[src/rtl/mpmc10_app_cmd_seq_if.sv]
// Burst-request, write-credit and memory application command signals shared by
// the command sequencer and its environment.
interface mpmc10_app_cmd_seq_if #(
  parameter int ADDR_W = 29,
  parameter int LEN_W  = 6
);
  logic              req_valid;
  logic              req_ready;
  logic              req_we;
  logic [ADDR_W-1:0] req_addr;
  logic [LEN_W-1:0]  req_len;
  logic              wdata_beat;
  logic              app_rdy;
  logic              app_en;
  logic [2:0]        app_cmd;
  logic [ADDR_W-1:0] app_addr;
  logic              busy;
  logic              done;
  logic              credit_err;

  modport master (
    input  req_valid, req_we, req_addr, req_len, wdata_beat, app_rdy,
    output req_ready, app_en, app_cmd, app_addr, busy, done, credit_err
  );

  modport slave (
    output req_valid, req_we, req_addr, req_len, wdata_beat, app_rdy,
    input  req_ready, app_en, app_cmd, app_addr, busy, done, credit_err
  );
endinterface

[src/rtl/mpmc10_app_cmd_seq.sv]
// Splits a burst request into req_len+1 application commands at STRIDE spacing;
// write commands are only presented when write-data credit is available.
module mpmc10_app_cmd_seq #(
  parameter int         ADDR_W    = 29,
  parameter int         LEN_W     = 6,
  parameter int         STRIDE    = 8,
  parameter logic [2:0] CMD_WRITE = 3'b000,
  parameter logic [2:0] CMD_READ  = 3'b001
) (
  input logic                   clk,
  input logic                   rst_n,
  mpmc10_app_cmd_seq_if.master  bus
);

  localparam logic [1:0] S_IDLE   = 2'd0;
  localparam logic [1:0] S_WAIT   = 2'd1;
  localparam logic [1:0] S_ISSUE  = 2'd2;
  localparam logic [1:0] S_FINISH = 2'd3;
  localparam int         CW       = LEN_W + 1;

  logic [1:0]        state_q, state_d;
  logic [2:0]        cmd_q, cmd_d;
  logic [ADDR_W-1:0] addr_q, addr_d;
  logic [LEN_W-1:0]  rem_q, rem_d;
  logic              we_q, we_d;
  logic [CW-1:0]     credit_q, credit_d;
  logic              err_q, err_d;
  logic              ovf;
  logic              issue, consume;

  // Returns {overflow, next credit}; a beat at full credit saturates and flags.
  function automatic logic [CW:0] credit_next(input logic [CW-1:0] c,
                                              input logic beat, input logic use_c);
    if (beat && !use_c) begin
      if (&c) return {1'b1, c};
      return {1'b0, c + CW'(1)};
    end
    if (!beat && use_c) return {1'b0, c - CW'(1)};
    return {1'b0, c};
  endfunction

  assign issue   = (state_q == S_ISSUE);
  assign consume = issue && bus.app_rdy && we_q;

  always_comb begin
    {ovf, credit_d} = credit_next(credit_q, bus.wdata_beat, consume);
    err_d   = err_q | ovf;
    state_d = state_q;
    cmd_d   = cmd_q;
    addr_d  = addr_q;
    rem_d   = rem_q;
    we_d    = we_q;
    case (state_q)
      S_IDLE: begin
        if (bus.req_valid) begin
          we_d    = bus.req_we;
          addr_d  = bus.req_addr;
          rem_d   = bus.req_len;
          cmd_d   = bus.req_we ? CMD_WRITE : CMD_READ;
          state_d = S_WAIT;
        end
      end
      S_WAIT: begin
        if (!we_q || credit_q != '0 || bus.wdata_beat) state_d = S_ISSUE;
      end
      S_ISSUE: begin
        if (bus.app_rdy) begin
          if (rem_q == '0) begin
            state_d = S_FINISH;
          end else begin
            rem_d  = rem_q - LEN_W'(1);
            addr_d = addr_q + ADDR_W'(STRIDE);
            // Writes pause until the next beat once the credit is used up.
            if (we_q && credit_d == '0) state_d = S_WAIT;
          end
        end
      end
      default: begin
        cmd_d   = CMD_WRITE;
        state_d = S_IDLE;
      end
    endcase
  end

  always_ff @(posedge clk or negedge rst_n) begin
    if (!rst_n) begin
      state_q  <= S_IDLE;
      cmd_q    <= CMD_WRITE;
      addr_q   <= '0;
      credit_q <= '0;
      err_q    <= 1'b0;
    end else begin
      state_q  <= state_d;
      cmd_q    <= cmd_d;
      addr_q   <= addr_d;
      credit_q <= credit_d;
      err_q    <= err_d;
    end
  end

  // Burst bookkeeping is always written before use, so it carries no reset.
  always_ff @(posedge clk) begin
    rem_q <= rem_d;
    we_q  <= we_d;
  end

  assign bus.req_ready  = (state_q == S_IDLE);
  assign bus.app_en     = issue;
  assign bus.app_cmd    = cmd_q;
  assign bus.app_addr   = addr_q;
  assign bus.busy       = (state_q != S_IDLE);
  assign bus.done       = (state_q == S_FINISH);
  assign bus.credit_err = err_q;

endmodule

[src/flat_wrapper.sv]
// flat-port wrapper written by rule: the top's interface ports become plain ports
module mpmc10_app_cmd_seq_flat 
#(
  parameter int         ADDR_W    = 29,
  parameter int         LEN_W     = 6,
  parameter int         STRIDE    = 8,
  parameter logic [2:0] CMD_WRITE = 3'b000,
  parameter logic [2:0] CMD_READ  = 3'b001
)
  (clk, rst_n, bus_req_valid, bus_req_we, bus_req_addr, bus_req_len, bus_wdata_beat, bus_app_rdy, bus_req_ready, bus_app_en, bus_app_cmd, bus_app_addr, bus_busy, bus_done, bus_credit_err);
  mpmc10_app_cmd_seq_if #(.ADDR_W(ADDR_W), .LEN_W(LEN_W)) bus_i ();
  input logic clk;
  input logic rst_n;
  input wire logic [$bits(bus_i.req_valid)-1:0] bus_req_valid;
  input wire logic [$bits(bus_i.req_we)-1:0] bus_req_we;
  input wire logic [$bits(bus_i.req_addr)-1:0] bus_req_addr;
  input wire logic [$bits(bus_i.req_len)-1:0] bus_req_len;
  input wire logic [$bits(bus_i.wdata_beat)-1:0] bus_wdata_beat;
  input wire logic [$bits(bus_i.app_rdy)-1:0] bus_app_rdy;
  output wire logic [$bits(bus_i.req_ready)-1:0] bus_req_ready;
  output wire logic [$bits(bus_i.app_en)-1:0] bus_app_en;
  output wire logic [$bits(bus_i.app_cmd)-1:0] bus_app_cmd;
  output wire logic [$bits(bus_i.app_addr)-1:0] bus_app_addr;
  output wire logic [$bits(bus_i.busy)-1:0] bus_busy;
  output wire logic [$bits(bus_i.done)-1:0] bus_done;
  output wire logic [$bits(bus_i.credit_err)-1:0] bus_credit_err;
  assign bus_i.req_valid = bus_req_valid;
  assign bus_i.req_we = bus_req_we;
  assign bus_i.req_addr = bus_req_addr;
  assign bus_i.req_len = bus_req_len;
  assign bus_i.wdata_beat = bus_wdata_beat;
  assign bus_i.app_rdy = bus_app_rdy;
  assign bus_req_ready = bus_i.req_ready;
  assign bus_app_en = bus_i.app_en;
  assign bus_app_cmd = bus_i.app_cmd;
  assign bus_app_addr = bus_i.app_addr;
  assign bus_busy = bus_i.busy;
  assign bus_done = bus_i.done;
  assign bus_credit_err = bus_i.credit_err;
  mpmc10_app_cmd_seq #(.ADDR_W(ADDR_W), .LEN_W(LEN_W), .STRIDE(STRIDE), .CMD_WRITE(CMD_WRITE), .CMD_READ(CMD_READ)) u_core (.clk(clk), .rst_n(rst_n), .bus(bus_i));
endmodule
[config.mk]
export PLATFORM = sky130hd
export DESIGN_NAME = mpmc10_app_cmd_seq_flat
export DESIGN_NICKNAME = d
export VERILOG_FILES = /design/src/rtl/mpmc10_app_cmd_seq_if.sv /design/src/rtl/mpmc10_app_cmd_seq.sv /design/src/flat_wrapper.sv
export SDC_FILE = /design/constraint.sdc
export NUM_CORES = 1
export LEC_CHECK = 0
export CORE_AREA = 2 2 61 121
export DETAILED_ROUTE_END_ITERATION = 10
export DIE_AREA = 0 0 63 123
export PLACE_DENSITY = 0.75
export SYNTH_ARGS = -nofsm -noshare
export SYNTH_HDL_FRONTEND = slang
export SYNTH_SLANG_ARGS = --single-unit
[constraint.sdc]
create_clock -name clk -period 2.55 [get_ports clk]
set_clock_uncertainty 0.15 [all_clocks]
set_input_delay 0.3825 -clock clk [delete_from_list [all_inputs] [get_ports clk]]
set_output_delay 0.3825 -clock clk [all_outputs]
set_load 0.005 [all_outputs]
==> results of run 1 <==
## stage by stage
step           TNS, ns  hold WS, ns  utilization, %  area (um2)  power [mW]
3_3_place_gp         0        0.301            56.6        3860        4.46
6_report             0       0.0898            59.0        4030        5.25
3_5_place_dp   -0.0346        0.309            56.6        3860        4.57
5_1_grt              0        0.162            59.0        4030        5.70
2_1_floorplan        0      -0.0631               -        2960        3.28
4_1_cts              0        0.122            58.7        4010        5.25
## per-layer routing
metal	vias up	part of all wire (%)	GRT usage [%]	wire length [um]
li1	1428	-	-	-
met5	-	0	0	0
met3	8	4.8	3.55	375
met1	1357	44	26.9	3370
met2	94	50	35.8	3890
met4	0	1.4	7.36	111
## cells by family after synthesis
| logic type | Yosys count | share of synthesized area, % |
|---|---|---|
| XOR/XNOR | 9 | 2.67 |
| adder cells (fa/ha/maj) | 11 | 4.66 |
| multiplexers | 5 | 1.74 |
| AND/OR/NAND/NOR | 131 | 23.0 |
| buffers and inverters | 32 | 4.79 |
| flip-flops | 47 | 41.0 |
| other | 1 | 0.127 |
| AO/OA/AOI/OAI | 103 | 22.0 |
## flip-flops by register name (all words and copies together) (netlist names)
name / cells
u_core.bus.credit_err: 1
u_core.state_q: 2
u_core.bus.app_cmd: 1
u_core.rem_q: 6
u_core.credit_q: 7
u_core.bus.app_addr: 29
u_core.we_q: 1
## power by group through the flow
| stage | clock, mW | sequential, mW | combinational, mW |
|---|---|---|---|
| after floorplan | 0 | 1.60 | 1.68 |
| after CTS | 0.683 | 1.68 | 2.89 |
| after global placement | 0 | 1.67 | 2.79 |
| after detailed placement | 0 | 1.68 | 2.88 |
| final | 0.668 | 1.69 | 2.90 |
| after global routing | 0.715 | 1.77 | 3.21 |
## layout make-up
class                   count  area (um2)
fillers                   633        2800
multi-input cells         261        1620
flip-flops and latches     47        1210
repair buffers             93         881
clock buffers               7         143
well taps                  90         113
inverters                  15        56.3
clock inverters             1        5.00
## placed cells by master, fill, tap and decap left out, types with 3 or more instances in the layout
cell type and instances:
o21ai_1 3, mux2i_1 4, nor2_1 26, inv_1 13
and2_1 3, nor3_1 9, edfxtp_1 7, and3_1 14
o21ai_0 27, o22ai_1 18, a221o_1 3, nor4_1 3
xor2_1 5, ha_1 10, a22oi_1 4, o221a_2 3
clkdlybuf4s50_1 74, nand2_1 27, xnor2_1 4, clkbuf_16 5
nand3_1 22, a21oi_1 27, buf_4 18, a41oi_1 3
dfrtp_1 40, nand4_1 9
## how the worst max path moves through the flow
stage,end,depth (start not counted)
floorplan,u_core.bus.app_addr[22],11
global placement,u_core.state_q[1],8
finish,u_core.bus.app_addr[8],10
CTS,u_core.bus.app_addr[23],10
detailed placement,u_core.state_q[1],8
global route,u_core.state_q[1],9
==> impl_metrics.ini, run 1 <==
[outcome]
run_status = finished clean

[pwr]
ir_drop_v = 0.000679
p_clk_share_pct = 12.7
seqPwrFrac_pct = 32.1
internal-power_mw = 3.05
comb_power_share_pct = 55.2
p_switching_mw = 2.20
p_per_area_mw_per_mm2 = 1300
switching_share_pct = 41.9
p_leak_nw = 1.65

[timing]
drv_slew = 0
setup_viol = 0
min_period_ns = 2.33
finalCritPeriodShare_pct = 91.3
max_slew_margin_pct = 37.1
final_hold_viol_count = 0
fin_ws_ns = 0.222
worstMarginPinSlew_ns = 0.943
rsz0062_at_grt = false
fmax_mhz = 430

[final_layout]
area_growth_pct = 36.4
nNetsFinal = 475
drive_gt1_share_pct = 10.4
layout.cells.non_filler = 514
antennaDiodeCount = 0

[grt]
antenna_found_initial = 0
grtUsageTotal_pct = 21.1
grt_pass1_wl_mm = 13.4
grt_pass1_vias = 2852
grt_max_degree = 41
overflow = 0

[setup_path]
crit_chain = inv_1 > ha_1 > inv_1 > o22ai_4 > a21oi_1 > o21ai_2 > buf_4 > or3_1 > a21oi_1 > a221o_1
critical_path_class = reg -> reg
worstPathRequired_ns = 2.62
crit_path_start = u_core.state_q[1]
timing.rr.end = u_core.bus.app_addr[8]
worstPathBufferInverterCount = 3
r2r-start = u_core.state_q[1]
slowest_delay_ns = 0.42
cpMaxStageDelayCell = dfrtp_1
end_kind = flop
startpoint_type = flop
cp_top_family = compound AO/OA/AOI/OAI gates
crit_fanout = 7
crit_arrival_ns = 2.40
rr_worst_depth = 10
r2r_slack_ns = 0.22

[clock_network]
postCtsSetupBuffers = 0
cts_buffers = 5
cts.sinks = 47
holdBufCountCts = 0
clock_path_buffers = 2
cts_tree = yes
clk_pin_slew_ns = 0.06
htree_levels = 2
cts_resized = 0
insertion_delay_ns = 0.29
clockRootBuffer = clkbuf_16

[floorplanning]
dieArea_mm2 = 0.00775
io_pins = 78
num_rows = 43
start_util_pct = 43.2
core_mm2 = 0.00683
die_w_um = 63
dieHeight_um = 123

[logic_synthesis]
yosysSeqAreaShare_pct = 41.0
synth_top_area_share_pct = 33.9
synthArstFlopShare_pct = 85.1
synthTopCellsByCount = dfrtp_1 (40), a21oi_1 (27), nand2_1 (27), o21ai_0 (27), nor2_1 (26)
synth_top_flop_cell = dfrtp_1
yosysUniqueCellTypes = 56
synthTopCellsByArea = dfrtp_1 (34%), edfxtp_1 (7.1%), ha_1 (4.7%)
syn_area_mm2 = 0.00295
ys_warn_count = 0
yosysMostFrequentCell = dfrtp_1
synthCells = 339
syn_area_per_cell_um2 = 8.71
synth_largest_area_cell = dfrtp_1
synth_edf_count = 7
synth-seq-cells = 47

[placement]
dp_slack_ns = -0.0259
routabilityCongestion = 0.819
post-dp-hpwl_mm = 5.76
port_buffers = 75
dp_cells = 506

[drt]
avgRoutedWirePerCell_um = 15.1
dr.pass1.iters = 4
wl_mm = 7.75
vias = 2887
post_drt_via_cell_ratio = 5.62
drc = 0
ant_nets = 0
drt-initial-drc-count = 183

[min_path]
hold_path_class = in -> async

[run]
maxCapViolCount = 0
No activity file was read; power rests on OpenSTA's default activity.
==> run 2, diff against run 1 <==
--- a/config.mk
+++ b/config.mk
@@ -9,6 +9,7 @@
 export DETAILED_ROUTE_END_ITERATION = 10
 export DIE_AREA = 0 0 63 123
 export PLACE_DENSITY = 0.75
+export SETUP_SLACK_MARGIN = 0.3
 export SYNTH_ARGS = -nofsm -noshare
 export SYNTH_HDL_FRONTEND = slang
 export SYNTH_SLANG_ARGS = --single-unit
==> impl_metrics.ini, run 2 (same netlist as run 1, synthesis figures left out) <==
[outcome]
run_status = finished clean

[floorplanning]
num_rows = 43
dieHeight_um = 123
core_mm2 = 0.00683
dieArea_mm2 = 0.00775
start_util_pct = 43.2
io_pins = 78
die_w_um = 63

[clock_network]
clock_path_buffers = 2
htree_levels = 2
clockRootBuffer = clkbuf_16
cts_buffers = 5
cts_tree = yes
cts.sinks = 47
clk_pin_slew_ns = 0.06
insertion_delay_ns = 0.29

[timing]
min_period_ns = 2.23
finalCritPeriodShare_pct = 87.6
drv_slew = 0
rsz0062_at_grt = true
setup_viol = 0
final_hold_viol_count = 0
fmax_mhz = 448

[final_layout]
nNetsFinal = 501
final_area_mm2 = 0.00443
antennaDiodeCount = 0
drive_gt1_share_pct = 23.6
layout_commonest_cell = clkdlybuf4s50_1
layout_common_cells = clkdlybuf4s50_1 (72), buf_4 (38), dfrtp_1 (28), nand2_1 (27), o21ai_0 (27)
largest_reg_flops = 29
area_growth_pct = 50.0
layout.cells.non_filler = 540
fillers = 579

[pwr]
p_per_area_mw_per_mm2 = 1330
ir_drop_v = 0.000779
p_leak_nw = 1.80

[grt]
antenna_found_initial = 0
grt_max_degree = 31
grt_pass1_wl_mm = 13.9
grt_pass1_vias = 2940
grtUsageTotal_pct = 22.4
overflow = 0

[placement]
port_buffers = 75
routabilityCongestion = 0.870
dp_cells = 501
place_area_mm2 = 0.00386
post-dp-hpwl_mm = 5.90

[drt]
dr.pass1.iters = 4
avgRoutedWirePerCell_um = 16.6
ant_nets = 0
vias = 3116
drt-initial-drc-count = 218
wl_mm = 8.97
drc = 0
post_drt_via_cell_ratio = 5.77

[setup_path]
end_kind = flop
crit_arrival_ns = 2.28
startpoint_type = flop
worstPathRequired_ns = 2.60
critical_path_class = reg -> reg
crit_fanout = 5

[run]
maxCapViolCount = 0

[min_path]
hold_path_class = reg -> reg
[run 2: cell count changes in the layout (fill, tap and decap cells not counted), moves of 3 or more]
cell     change
dfrtp_2     +12
ha_1         -3
buf_4       +20
inv_1        -5
nor3_1       -4
inv_4        +3
and3_1       -3
buf_12       +3
dfrtp_1     -12
[run 2: timing repair]
| item | 4_1_cts | 5_1_grt |
|---|---|---|
| gates resized for setup | 16 | 32 |
| pin swaps | 9 | 19 |
| hold buffers | 1 | 0 |
| endpoints found under the hold margin | 15 | 0 |
| endpoints found under the setup margin | 28 | 26 |
| cloned | 0 | 1 |
| buffers inserted | 9 | 20 |
[run 2: layout make-up]
type	instances	area [um2]	share of cell area [%]
Multi-Input combinational cell	261	1750	39.5
Sequential cell	47	1230	27.7
Clock buffer	7	133	3.00
Tap cell	90	113	2.54
Timing Repair Buffer	119	1130	25.6
Inverter	15	68.8	1.55
Clock inverter	1	5.00	0.113
[run 2: through the flow]
step,setup TNS [ns],hold slack (ns),utilization [%],worst slack (ns),power (mW)
floorplan,0,-0.0631,-,0.315,3.32
global placement,0,0.183,56.5,0.0123,4.46
detailed placement,-0.0604,0.189,56.5,-0.0346,4.61
CTS,0,0.320,60.7,0.301,5.49
global route,0,0.354,64.8,0.235,6.34
finish,0,0.319,64.8,0.317,5.90
[run 2: final timing paths]
check                                           to  slack (ns)                   from  cells after the start
setup / recovery                 u_core.state_q[1]        0.32     u_core.credit_q[4]                      7
hold / removal               u_core.bus.credit_err        0.32  u_core.bus.credit_err                      1
setup reg to reg                 u_core.state_q[1]        0.32     u_core.credit_q[4]                      7
hold reg to reg              u_core.bus.credit_err        0.32  u_core.bus.credit_err                      1
max in group asynchronous       u_core.credit_q[1]        1.24                  rst_n                      3
min in group asynchronous  u_core.bus.app_addr[17]        0.40                  rst_n                      2
[run 2: critical path: stages, from the launching register on]
cell,delay (ns)
dfrtp_2,0.43
or4_4,0.56
nor3_4,0.18
xnor2_1,0.13
nand2_1,0.10
nor3b_2,0.17
nand4bb_1,0.18
mux2i_1,0.23
[run 2: power breakdown]
part / total [mW] / internal [mW] / switching, mW
clock network: 0.646 / 0.363 / 0.283
registers: 1.74 / 1.21 / 0.532
logic: 3.52 / 1.85 / 1.67
total: 5.90 / 3.42 / 2.49
[run 2: per-layer routing]
metal	share of wire (%)	global-route usage [%]
met1	42	28.3
met4	1.7	8.33
met3	5.7	3.64
met5	0	0
met2	50	38.4
